**src/rtl/multi_cycle_core.sv**
```systemverilog
// Multi-cycle RV32I-subset core (FETCH/DECODE/EXEC/MEM/WB) on one shared instruction/data bus.
// Latency from FETCH entry to retire: branch/NOP 3, sw 4, ALU/jal 4, lw 5 cycles, plus one per bus wait state.
// Backpressure: FETCH and MEM hold request, address and data stable until mem_ready; define MULTI_CYCLE_CORE_TRAP_EN to halt on illegal opcodes.
module multi_cycle_core #(
    parameter int          NUM_REGS = 32,
    parameter logic [31:0] RESET_PC = 32'h0000_0000,
    parameter logic [31:0] SP_INIT  = 32'd255
) (
    input  logic        clk,
    input  logic        rst,
    output logic        mem_req,
    output logic        mem_we,
    output logic [31:0] mem_addr,
    output logic [31:0] mem_wdata,
    input  logic [31:0] mem_rdata,
    input  logic        mem_ready,
    output logic        retire,
    output logic [31:0] pc_out,
    output logic        trap
);

    typedef enum logic [2:0] {
        S_FETCH, S_DECODE, S_EXEC, S_MEM, S_WB, S_TRAP
    } state_t;

    localparam logic [6:0] OP_LOAD   = 7'b0000011;
    localparam logic [6:0] OP_STORE  = 7'b0100011;
    localparam logic [6:0] OP_REG    = 7'b0110011;
    localparam logic [6:0] OP_IMM    = 7'b0010011;
    localparam logic [6:0] OP_BRANCH = 7'b1100011;
    localparam logic [6:0] OP_JAL    = 7'b1101111;

    state_t      state_q, state_d;
    logic [31:0] pc_q, instr_q, a_q, b_q, alu_q, mdr_q;
    logic [31:0] regs_q [32];

    // Field extraction from the latched instruction
    logic [6:0]  opcode;
    logic [4:0]  rd, rs1, rs2;
    logic [2:0]  f3;
    logic        f7b5;
    logic [31:0] imm_i, imm_s, imm_b, imm_j;
    logic        is_load, is_store, is_reg, is_imm, is_branch, is_jal, illegal;

    assign opcode    = instr_q[6:0];
    assign rd        = instr_q[11:7];
    assign f3        = instr_q[14:12];
    assign rs1       = instr_q[19:15];
    assign rs2       = instr_q[24:20];
    assign f7b5      = instr_q[30];
    assign imm_i     = {{20{instr_q[31]}}, instr_q[31:20]};
    assign imm_s     = {{20{instr_q[31]}}, instr_q[31:25], instr_q[11:7]};
    assign imm_b     = {{19{instr_q[31]}}, instr_q[31], instr_q[7], instr_q[30:25], instr_q[11:8], 1'b0};
    assign imm_j     = {{11{instr_q[31]}}, instr_q[31], instr_q[19:12], instr_q[20], instr_q[30:21], 1'b0};
    assign is_load   = (opcode == OP_LOAD);
    assign is_store  = (opcode == OP_STORE);
    assign is_reg    = (opcode == OP_REG);
    assign is_imm    = (opcode == OP_IMM);
    assign is_branch = (opcode == OP_BRANCH);
    assign is_jal    = (opcode == OP_JAL);
    assign illegal   = !(is_load || is_store || is_reg || is_imm || is_branch || is_jal);

    assign pc_out = pc_q;

    // x0 and registers beyond NUM_REGS always read as zero
    function automatic logic [31:0] rf_read(input logic [4:0] idx);
        if (idx == 5'd0 || int'(idx) >= NUM_REGS) return 32'd0;
        return regs_q[idx];
    endfunction

    function automatic logic [31:0] alu(input logic [31:0] x, input logic [31:0] y,
                                        input logic [2:0] op, input logic sub);
        case (op)
            3'b000:  return sub ? (x - y) : (x + y);
            3'b010:  return {31'd0, ($signed(x) < $signed(y))};
            3'b110:  return x | y;
            3'b111:  return x & y;
            default: return x + y;
        endcase
    endfunction

    function automatic logic br_taken(input logic [31:0] x, input logic [31:0] y, input logic [2:0] op);
        case (op)
            3'b000:  return x == y;
            3'b001:  return x != y;
            3'b100:  return $signed(x) < $signed(y);
            3'b101:  return $signed(x) >= $signed(y);
            default: return 1'b0;
        endcase
    endfunction

    function automatic logic [31:0] align(input logic [31:0] v);
        return {v[31:2], 2'b00};
    endfunction

    // State register
    always_ff @(posedge clk) begin
        if (rst) state_q <= S_FETCH;
        else     state_q <= state_d;
    end

    // Next-state and bus/retire outputs; reset gates every output combinationally
    always_comb begin
        state_d   = state_q;
        mem_req   = 1'b0;
        mem_we    = 1'b0;
        mem_addr  = pc_q;
        mem_wdata = 32'd0;
        retire    = 1'b0;
        case (state_q)
            S_FETCH: begin
                mem_req = 1'b1;
                if (mem_ready) state_d = S_DECODE;
            end
            S_DECODE: begin
`ifdef MULTI_CYCLE_CORE_TRAP_EN
                state_d = illegal ? S_TRAP : S_EXEC;
`else
                state_d = S_EXEC;
`endif
            end
            S_EXEC: begin
                if (is_load || is_store) begin
                    state_d = S_MEM;
                end else if (is_reg || is_imm || is_jal) begin
                    state_d = S_WB;
                end else begin
                    // Branches and illegal opcodes (as NOPs) retire here
                    state_d = S_FETCH;
                    retire  = 1'b1;
                end
            end
            S_MEM: begin
                mem_req   = 1'b1;
                mem_addr  = alu_q;
                mem_we    = is_store;
                mem_wdata = is_store ? b_q : 32'd0;
                if (mem_ready) begin
                    state_d = is_store ? S_FETCH : S_WB;
                    retire  = is_store;
                end
            end
            S_WB: begin
                retire  = 1'b1;
                state_d = S_FETCH;
            end
            S_TRAP:  state_d = S_TRAP;
            default: state_d = S_FETCH;
        endcase
        if (rst) begin
            state_d   = S_FETCH;
            mem_req   = 1'b0;
            mem_we    = 1'b0;
            mem_addr  = RESET_PC;
            mem_wdata = 32'd0;
            retire    = 1'b0;
        end
    end

`ifdef MULTI_CYCLE_CORE_TRAP_EN
    assign trap = (state_q == S_TRAP) && !rst;
`else
    assign trap = 1'b0;
`endif

    // Datapath registers, PC and register file
    always_ff @(posedge clk) begin
        if (rst) begin
            pc_q    <= RESET_PC;
            instr_q <= 32'd0;
            a_q     <= 32'd0;
            b_q     <= 32'd0;
            alu_q   <= 32'd0;
            mdr_q   <= 32'd0;
            for (int i = 0; i < 32; i++) regs_q[i] <= (i == 2) ? SP_INIT : 32'd0;
        end else begin
            case (state_q)
                S_FETCH: if (mem_ready) instr_q <= mem_rdata;
                S_DECODE: begin
                    a_q <= rf_read(rs1);
                    b_q <= rf_read(rs2);
                end
                S_EXEC: begin
                    if (is_load) begin
                        alu_q <= a_q + imm_i;
                    end else if (is_store) begin
                        alu_q <= a_q + imm_s;
                    end else if (is_reg) begin
                        alu_q <= alu(a_q, b_q, f3, f7b5);
                    end else if (is_imm) begin
                        alu_q <= alu(a_q, imm_i, f3, 1'b0);
                    end else if (is_branch) begin
                        pc_q <= align(br_taken(a_q, b_q, f3) ? (pc_q + imm_b) : (pc_q + 32'd4));
                    end else if (is_jal) begin
                        pc_q  <= align(pc_q + imm_j);
                        alu_q <= pc_q + 32'd4;
                    end else begin
                        pc_q <= align(pc_q + 32'd4);
                    end
                end
                S_MEM: begin
                    if (mem_ready) begin
                        if (is_store) pc_q  <= align(pc_q + 32'd4);
                        else          mdr_q <= mem_rdata;
                    end
                end
                S_WB: begin
                    if (rd != 5'd0 && int'(rd) < NUM_REGS) regs_q[rd] <= is_load ? mdr_q : alu_q;
                    if (!is_jal) pc_q <= align(pc_q + 32'd4);
                end
                default: ;
            endcase
        end
    end

endmodule

```
**config.mk**
```make
export PLATFORM = sky130hd
export DESIGN_NAME = multi_cycle_core
export DESIGN_NICKNAME = d
export VERILOG_FILES = /design/src/rtl/multi_cycle_core.sv
export SDC_FILE = /design/constraint.sdc
export NUM_CORES = 2
export LEC_CHECK = 0
export BUFFER_PORTS_ARGS = -buffer_cell sky130_fd_sc_hd__buf_2
export CORE_ASPECT_RATIO = 2
export CORE_MARGIN = 1
export CORE_UTILIZATION = 40
export CTS_BUF_LIST = sky130_fd_sc_hd__clkbuf_4 sky130_fd_sc_hd__clkbuf_8 sky130_fd_sc_hd__clkbuf_16
export DETAILED_ROUTE_END_ITERATION = 12
export SYNTH_ARGS = -nofsm -noshare
export SYNTH_HDL_FRONTEND = slang
export SYNTH_SLANG_ARGS = --single-unit
export TNS_END_PERCENT = 50
```
**constraint.sdc**
```tcl
create_clock -name clk -period 6.1 [get_ports clk]
set_input_delay 0 -clock clk [delete_from_list [all_inputs] [get_ports clk]]
set_output_delay 0 -clock clk [all_outputs]
set_load 0.005 [all_outputs]
```
==> run_results.csv <==
group,metric,value,unit
worst_setup_path,crit_fanout,11,
worst_setup_path,cp_slowest_stage_delay,0.92,ns
finish,n_fill_cell,16700,
timing,rsz0062_at_grt,"false",
power_and_ir_drop,peakVddDrop,0.230,mV
placed_design,postPlaceCellArea,77800,um^2
cts,clockBufferDepth,3,
cts,cts_sinks,1227,
yosys,synthTopCellsByCount,"1324 x nor2_1, 1024 x edfxtp_1, 641 x mux4_2",
finish,final_area,81900,um^2
outcome,status,"finished with violations",
drt,wl_per_cell,37.7,um
power_and_ir_drop,p_int,0.0144,W
yosys,synth_ff_type,"edfxtp_1",
timing,fmax,208,MHz
cts,cts_tree,"yes",
power_and_ir_drop,power_density,247,nW/um^2
timing,period_minus_slack,4.81,ns
finish,areaGrowthSynthToFinish,11.0,%
timing,tns,0,ns
worst_setup_path,cp_data_arrival_time,5.44,ns
outcome,violations,"max-capacitance violations",
worst_setup_path,crit_end,"alu_q[27]$_SDFFE_PP0P_",
die,die_h,610,um
grt,track_usage,35.5,%
cts,numCtsBuffers,107,
timing,finalSetupViolCount,0,
worst_setup_path,cp-start-kind,"flip-flop",
timing,skew,0.0653,ns
cts,htreeDepth,3,
placed_design,place_inst,8538,
power_and_ir_drop,pwr-share-seq,47.6,%
power_and_ir_drop,p_leak,26.8,nW
drt,wirelength,332000,um
worst_setup_path,path_cells,"inv_1, ha_1, nand4_1, a221oi_1, buf_2, o21ai_0, and3_1, nor2_1, o221ai_1, a22oi_1, o211ai_1",
worst_setup_path,regToRegSetupSlack,1.29,ns
yosys,syn_inst,6382,
worst_setup_path,startpoint,"instr_q[27]$_SDFFE_PP0P_",
worst_setup_path,path_class,"reg -> reg",
yosys,synth_area_leaders,"edfxtp_1 42%, mux4_2 20%, nor2_1 6.7%, dfxtp_1 5.5%, ha_1 4.1%",
yosys,synth_top_area_share,41.7,%
hold_path,min_path_type,"in -> reg",
timing,worst_slew_pin_slew,1.48,ns
cts,clk_latency,0.78,ns
die,die_x,306,um
timing,finalMaxSlewViolations,0,
power_and_ir_drop,total_power,0.0202,W
worst_setup_path,r2r_end,"alu_q[27]$_SDFFE_PP0P_",
yosys,yosysMostFrequentCell,"nor2_1",
grt,grt_overflow,0,
timing,hold_viol_final,0,
die,dieArea,186000,um^2
yosys,synthArstFlopShare,0,%
finish,drive_gt1_share,21.0,%
drt,vias,59700,
worst_setup_path,r2r-start,"instr_q[27]$_SDFFE_PP0P_",
grt,grt_antenna_before_repair,23,
cts,cts-root-buf,"clkbuf_16",
yosys,synthDistinctLibCells,98,
timing,layout_setup_ws,1.29,ns
die,num_rows,222,
power_and_ir_drop,p_sw,0.00582,W
power_and_ir_drop,switching_share,28.8,%
placed_design,gp_congestion,1.09,
drt,first_pass_iters,6,
yosys,synth_edf_count,1024,
yosys,synth_top_cell_by_area,"edfxtp_1",
power_and_ir_drop,p_clk_share,35.5,%
yosys,yosysWarnings,0,
die,io_pins,135,
die,initial_core_util,40.3,%
drt,detail-route-antenna-nets,0,
grt,grt_pass1_wl,460000,um
drt,drt-initial-drc-count,7000,
placed_design,post-dp-hpwl,230000,um
grt,grt_start_max_net_pins,125,
placed_design,post-place-ws,1.55,ns
finish,fin_nets,6629,
cts,cts.reportedPaths.clkPinSlew,0.08,ns
finish,multiInputGateArea,37000,um^2
power_and_ir_drop,combPwrFrac,16.9,%
drt,drt-vias-per-instance,6.78,
finish,stdcell_count,8795,
drt,drc,0,
finish,regArea,34900,um^2
worst_setup_path,cp_slowest_cell,"a221oi_1",
worst_setup_path,reg2regPathDepth,11,
yosys,syn_avg_cell_area,11.6,um^2
timing,min_period_over_period,78.9,%
cts,cts_setup_buffers,0,
worst_setup_path,end_kind,"flip-flop",
timing,relSlewSlack,0.253,%
yosys,synth_seq_cells,1227,
placed_design,place.port_buffers,131,
worst_setup_path,required,6.73,ns
yosys,syn_area,73800,um^2
yosys,ys_seq_area_share,47.2,%
job,max_cap_violations,1,
grt,grt_pass1_vias,60000,
die,coreArea,183000,um^2
cell type report:
type	instances	share of cell area, %
diodes	17	0.0519
inverters	146	0.669
multi-input cells	4463	45.2
clock inverters	62	0.823
repair buffers	400	3.70
well taps	2352	3.59
clock buffers	128	3.46
flip-flops and latches	1227	42.5
worst min path at each step:
stage,start,end,depth (start not counted)
6_report,mem_rdata[14],instr_q[14]$_SDFFE_PP0P_,4
5_1_grt,mem_rdata[12],mdr_q[12]$_SDFFE_PP0P_,4
3_5_place_dp,mem_rdata[4],instr_q[4]$_SDFFE_PP0P_,3
3_3_place_gp,mem_rdata[4],instr_q[4]$_SDFFE_PP0P_,3
2_1_floorplan,mem_rdata[0],mdr_q[0]$_SDFFE_PP0P_,2
4_1_cts,mem_rdata[4],instr_q[4]$_SDFFE_PP0P_,4
what timing repair did:
item	in CTS	in global routing
hold buffers	41	0
hold endpoints to repair	87	0
gates resized for setup	0	0
placed cells by master, fill, tap and decap left out, types with 17 or more instances in the layout:
cell and instances:
dlygate4sd3_1 41, mux4_2 641, xor2_1 39, diode_2 17
buf_4 205, clkinv_1 24, clkbuf_16 107, nor4_1 55
o21bai_1 34, buf_2 131, o21ai_0 216, and3_1 25
ha_1 243, dfxtp_1 190, nand2_2 62, xnor2_1 114
a211oi_1 41, nand2_1 377, inv_1 142, nand3_1 49
o211ai_1 48, nor3_1 53, mux2i_4 29, mux2i_1 79
nor2b_1 23, clkbuf_4 21, o22ai_1 31, nor2_1 1321
nand4_1 32, a21o_1 47, a221oi_1 34, a21oi_1 445
edfxtp_1 1024, o221ai_1 28, conb_1 35, a31oi_1 40
nand2b_1 24, o21a_1 24
cell families (layout without fill, tap and decap cells):
kind of cell	count (synthesis)	in the layout	share of synthesized area, %
AND/OR/NAND/NOR	2111	2111	11.9
AO/OA/AOI/OAI	1154	1154	9.79
adder cells (fa/ha/maj)	249	249	4.28
other	1	52	0.00508
XOR/XNOR	159	159	1.89
buffers and inverters	726	736	3.87
multiplexers	755	755	21.1
flip-flops	1227	1227	47.2
flip-flops by register name, indices dropped and copies added, names as in the netlist, named ones only:
signal,cells
a_q,32
alu_q,32
b_q,32
instr_q,32
mdr_q,32
pc_out,30
regs_q,1024
state_q,3
layer usage:
| metal | up-vias | global-route usage, % | share of wire, % |
|---|---|---|---|
| li1 | 23800 | - | - |
| met1 | 29700 | 33.2 | 29 |
| met2 | 4304 | 60.4 | 50 |
| met3 | 1778 | 7.95 | 8.4 |
| met4 | 12 | 39.5 | 13 |
| met5 | - | 0 | 0.028 |
stage by stage:
stage               util, %  hold WS, ns
floorplan                 -        0.136
global placement       42.5        0.265
detailed placement     42.5        0.271
CTS                    44.6       0.0116
global route           44.7       0.0520
finish                 44.8       0.0367
power groups by stage:
stage	registers, W	logic, W	clock network, W
after global routing	0.00965	0.00351	0.00744
after global placement	0.00976	0.00329	0
after detailed placement	0.00980	0.00329	0
after floorplan	0.00963	0.00212	0
final	0.00962	0.00342	0.00716
after CTS	0.00961	0.00332	0.00719
critical path: cells and delay by family (launching register included):
kind            cells  cell delay [ns]
buf+inv             2             0.46
fa+ha+maj           1             0.69
flops               1             0.60
compound gates      5             1.67
simple gates        3             1.24
Power figures use the tool's default switching activity.
